$ cat src/rtl/key_progress.sv
// Per-stage key-progress tracker: collects three keys in order, then opens the door and signals stage clear.
// Latency: key_find/pickup/stage_clear update on the edge that samples interact; door_open is registered with the FSM.
// Backpressure: none. interact is a fire-and-forget pulse and is ignored outside SEARCH/DOOR (e.g. during cooldown).
//
// Ports:
//   clk, rst_n          : clock, synchronous active-low reset
//   state               : current scene-FSM state; tracking runs only while state == STAGE1
//   player_x, player_y  : player top-left corner in 320x240 space
//   interact            : one-cycle action-button pulse
//   key_find            : 0..2 = index of next key to collect, 3 = all collected
//   door_open           : high while the tracker waits at the open door
//   pickup, stage_clear : one-cycle event pulses
module key_progress #(
  parameter logic [3:0] STAGE1   = 4'd2,
  parameter int         PLAYER_W = 16,
  parameter int         PLAYER_H = 16,
  parameter int         KEY_SIZE = 20,
  parameter int         KEY0_X   = 65,
  parameter int         KEY0_Y   = 35,
  parameter int         KEY1_X   = 235,
  parameter int         KEY1_Y   = 35,
  parameter int         KEY2_X   = 235,
  parameter int         KEY2_Y   = 205,
  parameter int         DOOR_X   = 150,
  parameter int         DOOR_Y   = 5,
  parameter int         DOOR_W   = 20,
  parameter int         DOOR_H   = 30,
  parameter int         COOLDOWN = 50000000
) (
  input  logic       clk,
  input  logic       rst_n,
  input  logic [3:0] state,
  input  logic [8:0] player_x,
  input  logic [8:0] player_y,
  input  logic       interact,
  output logic [1:0] key_find,
  output logic       door_open,
  output logic       pickup,
  output logic       stage_clear
);

  // Counter only ever holds COOLDOWN-1 down to 0.
  localparam int CNT_W = (COOLDOWN > 1) ? $clog2(COOLDOWN) : 1;
  localparam logic [CNT_W-1:0] CNT_LOAD = CNT_W'(COOLDOWN - 1);

  typedef enum logic [2:0] {
    S_IDLE,
    S_SEARCH,
    S_COOLDOWN,
    S_DOOR,
    S_CLEARED
  } fsm_t;

  fsm_t             fsm_q, fsm_d;
  logic [1:0]       key_find_q, key_find_d;
  logic             door_open_q, door_open_d;
  logic             pickup_q, pickup_d;
  logic             stage_clear_q, stage_clear_d;
  logic [CNT_W-1:0] cnt_q, cnt_d;

  // Rectangle overlap in 10 bits so px+PLAYER_W never wraps.
  // Strict compares: touching edges with no shared pixel is not a hit.
  function automatic logic rect_hit(input logic [9:0] px, input logic [9:0] py,
                                    input logic [9:0] rx, input logic [9:0] ry,
                                    input logic [9:0] rw, input logic [9:0] rh);
    return (px < rx + rw) && (px + 10'(PLAYER_W) > rx) &&
           (py < ry + rh) && (py + 10'(PLAYER_H) > ry);
  endfunction

  logic [9:0] px, py;
  logic [9:0] key_x, key_y;
  logic       key_hit, door_hit;

  assign px = {1'b0, player_x};
  assign py = {1'b0, player_y};

  // Only the current key is a valid target; with all keys found there is no target,
  // which also keeps key_find from ever advancing past 3.
  always_comb begin
    key_x = 10'(KEY0_X);
    key_y = 10'(KEY0_Y);
    case (key_find_q)
      2'd1:    begin key_x = 10'(KEY1_X); key_y = 10'(KEY1_Y); end
      2'd2:    begin key_x = 10'(KEY2_X); key_y = 10'(KEY2_Y); end
      default: begin key_x = 10'(KEY0_X); key_y = 10'(KEY0_Y); end
    endcase
  end

  assign key_hit  = (key_find_q != 2'd3) &&
                    rect_hit(px, py, key_x, key_y, 10'(KEY_SIZE), 10'(KEY_SIZE));
  assign door_hit = rect_hit(px, py, 10'(DOOR_X), 10'(DOOR_Y), 10'(DOOR_W), 10'(DOOR_H));

  always_comb begin
    fsm_d         = fsm_q;
    key_find_d    = key_find_q;
    cnt_d         = cnt_q;
    pickup_d      = 1'b0;
    stage_clear_d = 1'b0;

    if (state != STAGE1) begin
      // Leaving the stage from anywhere, including mid-cooldown, restarts progress.
      fsm_d      = S_IDLE;
      key_find_d = 2'd0;
      cnt_d      = '0;
    end else begin
      case (fsm_q)
        S_IDLE: begin
          fsm_d      = S_SEARCH;
          key_find_d = 2'd0;
          cnt_d      = '0;
        end
        S_SEARCH: begin
          if (interact && key_hit) begin
            key_find_d = key_find_q + 2'd1;
            pickup_d   = 1'b1;
            cnt_d      = CNT_LOAD;
            fsm_d      = S_COOLDOWN;
          end
        end
        S_COOLDOWN: begin
          // interact is ignored here, including on the cycle the count hits 0.
          if (cnt_q == '0) begin
            fsm_d = (key_find_q == 2'd3) ? S_DOOR : S_SEARCH;
          end else begin
            cnt_d = cnt_q - 1'b1;
          end
        end
        S_DOOR: begin
          if (interact && door_hit) begin
            stage_clear_d = 1'b1;
            fsm_d         = S_CLEARED;
          end
        end
        S_CLEARED: begin
          fsm_d = S_CLEARED;
        end
        default: begin
          fsm_d      = S_IDLE;
          key_find_d = 2'd0;
          cnt_d      = '0;
        end
      endcase
    end

    // Registered alongside the state so it is high exactly while in DOOR.
    door_open_d = (fsm_d == S_DOOR);
  end

  always_ff @(posedge clk) begin
    if (!rst_n) begin
      fsm_q         <= S_IDLE;
      key_find_q    <= 2'd0;
      door_open_q   <= 1'b0;
      pickup_q      <= 1'b0;
      stage_clear_q <= 1'b0;
      cnt_q         <= '0;
    end else begin
      fsm_q         <= fsm_d;
      key_find_q    <= key_find_d;
      door_open_q   <= door_open_d;
      pickup_q      <= pickup_d;
      stage_clear_q <= stage_clear_d;
      cnt_q         <= cnt_d;
    end
  end

  assign key_find    = key_find_q;
  assign door_open   = door_open_q;
  assign pickup      = pickup_q;
  assign stage_clear = stage_clear_q;

endmodule

$ cat config.mk
export PLATFORM = sky130hd
export DESIGN_NAME = key_progress
export DESIGN_NICKNAME = d
export VERILOG_FILES = /design/src/rtl/key_progress.sv
export SDC_FILE = /design/constraint.sdc
export NUM_CORES = 1
export LEC_CHECK = 0
export CAP_MARGIN = 20
export CORE_ASPECT_RATIO = 0.6
export CORE_UTILIZATION = 42
export DETAILED_ROUTE_END_ITERATION = 10
export SLEW_MARGIN = 30
export SYNTH_ARGS = -nofsm -noshare
export SYNTH_HDL_FRONTEND = slang
export SYNTH_SLANG_ARGS = --single-unit
$ cat constraint.sdc
create_clock -name clk -period 3.2 [get_ports clk]
set_input_delay 0.32 -clock clk [delete_from_list [all_inputs] [get_ports clk]]
set_output_delay 0.32 -clock clk [all_outputs]
set_load 0.01 [all_outputs]
==> results by group <==
Run status
  • Outcome: complete, no violations

Critical path
  • Slowest cell on crit path: or3_1
  • Crit Path Class: flop to flop
  • Stages on worst setup path: 13
  • CP endpoint kind: flop
  • Crit-path max FO: 8
  • Worst reg-to-reg path cell count: 13
  • Critical path arrival: 3.21 ns
  • Critical-path cell list: inv_1, ha_1, inv_1, ha_1, a21oi_1, a211o_1, a211oi_2, o221a_2, o221ai_2, buf_4, buf_4, or3_1, a21oi_1
  • Worst Setup Start Kind: flop
  • Delay-heaviest family, CP: compound AO/OA/AOI/OAI gates
  • CP Buf/Inv Count: 4
  • Slowest stage delay, CP: 0.34 ns
  • Crit path required time: 3.40 ns

Final layout
  • Share of layout cells above drive strength 1: 14.7%
  • Fill cell count: 597
  • Most common cell after layout, fill and taps aside: a21oi_1
  • Core Util, Final: 55.5%
  • Multi-input logic area: 2050 um2
  • Synth-to-Final Area Change: 23.5%
  • Antenna diodes: 0
  • Most frequent cells in the layout: a21oi_1, nor2_1, dfxtp_1
  • Reg area: 681 um2
  • Nets: 457

GRT
  • GRT met3 Usage: 4.66%
  • Gr busiest metal: met1
  • GR Layer Usage met2: 31.2%
  • M1 GR Usage: 41.7%
  • Gr ovfl total: 0
  • First-pass GRT wire length: 13700 um
  • Largest net degree at the start of global routing: 25
  • Initial antenna violation count: 0
  • Number of global-route vias before repair: 2653
  • GRT Total Usage: 24.8%

Yosys
  • Unique masters post-synth: 69
  • Post-synth ARST share: 0%
  • Synth Area in Adders: 7.48%
  • Synth Area in XOR/XNOR: 0.924%
  • Multiplexer area fraction after synthesis: 0.748%
  • Avg Cell Area, Syn: 7.67 um2
  • Yosys top cell by area: dfxtp_1
  • Predominant post-synthesis flop cell: dfxtp_1
  • Mapped Cells: 371
  • Syn_nets: 413
  • Mapped Area: 2840 um2
  • Synth area leaders: dfxtp_1, ha_1, a21oi_1
  • Syn. warnings: 0
  • Post-synthesis simple-gate area fraction: 28.3%
  • Synth Register Bits: 34
  • Complex-gate fraction of the synthesized area: 33.5%
  • Sequential area share after synthesis: 23.9%
  • Main combinational cell family by area after synthesis: compound AO/OA/AOI/OAI gates
  • Share of the synthesized area in the top cell type: 23.9%
  • Post-synth EDFFs: 0

Route
  • Iteration count of the initial detailed-routing pass: 4
  • Routed length per instance: 16.9 um
  • Post-DRT Antenna Nets: 0
  • DR iter-0 viols: 226
  • Via Count: 3068
  • Drt via density: 6.15
  • Final WL: 8460 um
  • DRC: 0

Floorplanning
  • Die Y: 65.7 um
  • Area of the die: 7120 um2
  • Core Area: 6330 um2
  • Die Wd: 108 um
  • # IOs: 30
  • Rows: 22
  • Initial core utilization: 44.9%

STA
  • Worst Skew: 0.00483 ns
  • Final Hold Violating Endpoints: 0
  • Hold slack: 0.464 ns
  • PnR worst setup slack: 0.192 ns
  • Max Slew Vio Count: 0
  • Period Utilization, post-route: 94.0%
  • Worst rel slew slack: 44.6%
  • Max Clock Freq: 332 MHz
  • RSZ-0062 raised after global routing: no
  • Fin crit period: 3.01 ns
  • Final setup viols: 0
  • Setup_tns: 0 ns
  • Slew @ Worst Pin: 0.828 ns

Run
  • Max Cap Viol: 0

Power and ir drop
  • Power per cell area: 297 nW/um2
  • Switching part of the total: 24.0%
  • Clk pwr share: 43.3%
  • Leak: 1.40 nW
  • Comb pwr share: 15.9%
  • Sequential Power Share: 40.8%
  • Net Switching: 251 uW
  • Maximum VDD drop: 0.163 mV
  • Pint: 792 uW
  • Tot Pwr: 1.04 mW

Clock network
  • Clock-pin slew of the registers on the worst-case setup and hold paths: 0.05 ns
  • Max Buffers Root-to-Sink: 2
  • CTS Sinks: 34
  • H-Tree Depth: 2
  • CTS tree: built
  • CTS Buf Count: 5
  • CTS root buf: clkbuf_16
  • Clk Latency, worst-skew pair: 0.27 ns

Placement
  • GP Congestion: 0.892
  • DP Worst Slack: -0.152 ns
  • # port buffers: 29
  • Post-DP HPWL: 6260 um

Hold path
  • Tightest Hold Check Type: flop to flop
  • Hold Path Stages: 2
## worst min-delay path: stages (launching register included)
cell and delay [ns]:
dfxtp_1 0.30, nand2_1 0.05, o32ai_1 0.06
## final timing paths
path | startpoint | to | slack, ns
worst max-delay path | key_find[0]$_SDFFE_PP0P_ | cnt_q[11]$_SDFFE_PP0P_ | 0.19
worst min-delay path | cnt_q[12]$_SDFFE_PP0P_ | cnt_q[12]$_SDFFE_PP0P_ | 0.46
worst min register to register | cnt_q[12]$_SDFFE_PP0P_ | cnt_q[12]$_SDFFE_PP0P_ | 0.46
worst max register to register | key_find[0]$_SDFFE_PP0P_ | cnt_q[11]$_SDFFE_PP0P_ | 0.19
## routing by layer
layer	vias to the layer above	wire length (um)
met5	-	0
met4	0	0
met3	0	590
met2	108	3130
met1	1454	4740
li1	1506	-
## cell type report
class,count,area share (%)
clock buffers,7,3.77
inverters,9,0.962
multi-input cells,306,58.2
flip-flops and latches,34,19.4
well taps,84,2.99
repair buffers,59,14.7
## cells in the mapped netlist, types with 3 or more instances
cell and n:
a21oi_1 42, a21oi_2 4, buf_2 4, nand2_1 29, and2_1 4, a211oi_1 3
and3_1 3, nor2_1 34, o21ai_0 30, o22ai_1 3, o21ai_2 3, a31oi_1 5
nor4_1 5, inv_1 9, o21ai_1 8, or2_2 3, clkbuf_1 14, o41ai_1 6
nand2b_1 7, buf_6 3, nor3_1 8, or4_1 8, o32ai_1 4, or3_1 8
nand3_1 11, nand4b_1 4, nor4b_1 4, ha_1 17, dfxtp_1 34, o31ai_1 6
## power groups by stage
stage	Combinational, mW	Sequential [mW]	Clock (mW)
after detailed placement	0.160	0.434	0
after global placement	0.158	0.434	0
final	0.166	0.425	0.452
after CTS	0.160	0.425	0.453
after floorplan	0.0847	0.434	0
after global routing	0.181	0.425	0.478
## state kept, by name, indices dropped and copies added, names as in the netlist
signal       flops
stage_clear      1
key_find         2
pickup           1
door_open        1
cnt_q           26
fsm_q            3
## metrics by stage
step / instance area [um2] / cells
detailed placement: 3350 / 492
CTS: 3490 / 499
global placement: 3350 / 492
global route: 3510 / 499
floorplan: 2840 / 371
finish: 3510 / 499
## what timing repair did
action                                  CTS  global route
resized for setup                         0             3
hold endpoints to repair                  0             0
hold buffers                              0             0
buffers inserted                          0             0
endpoints found under the setup margin    0            10
## cells by family (layout without fill, tap and decap cells)
group,count (synthesis),count (layout)
flops,34,34
buf+inv,31,75
xor+xnor,3,3
simple gates,143,143
compound gates,141,141
mux,2,2
fa+ha+maj,17,17
Power figures use the tool's default switching activity.
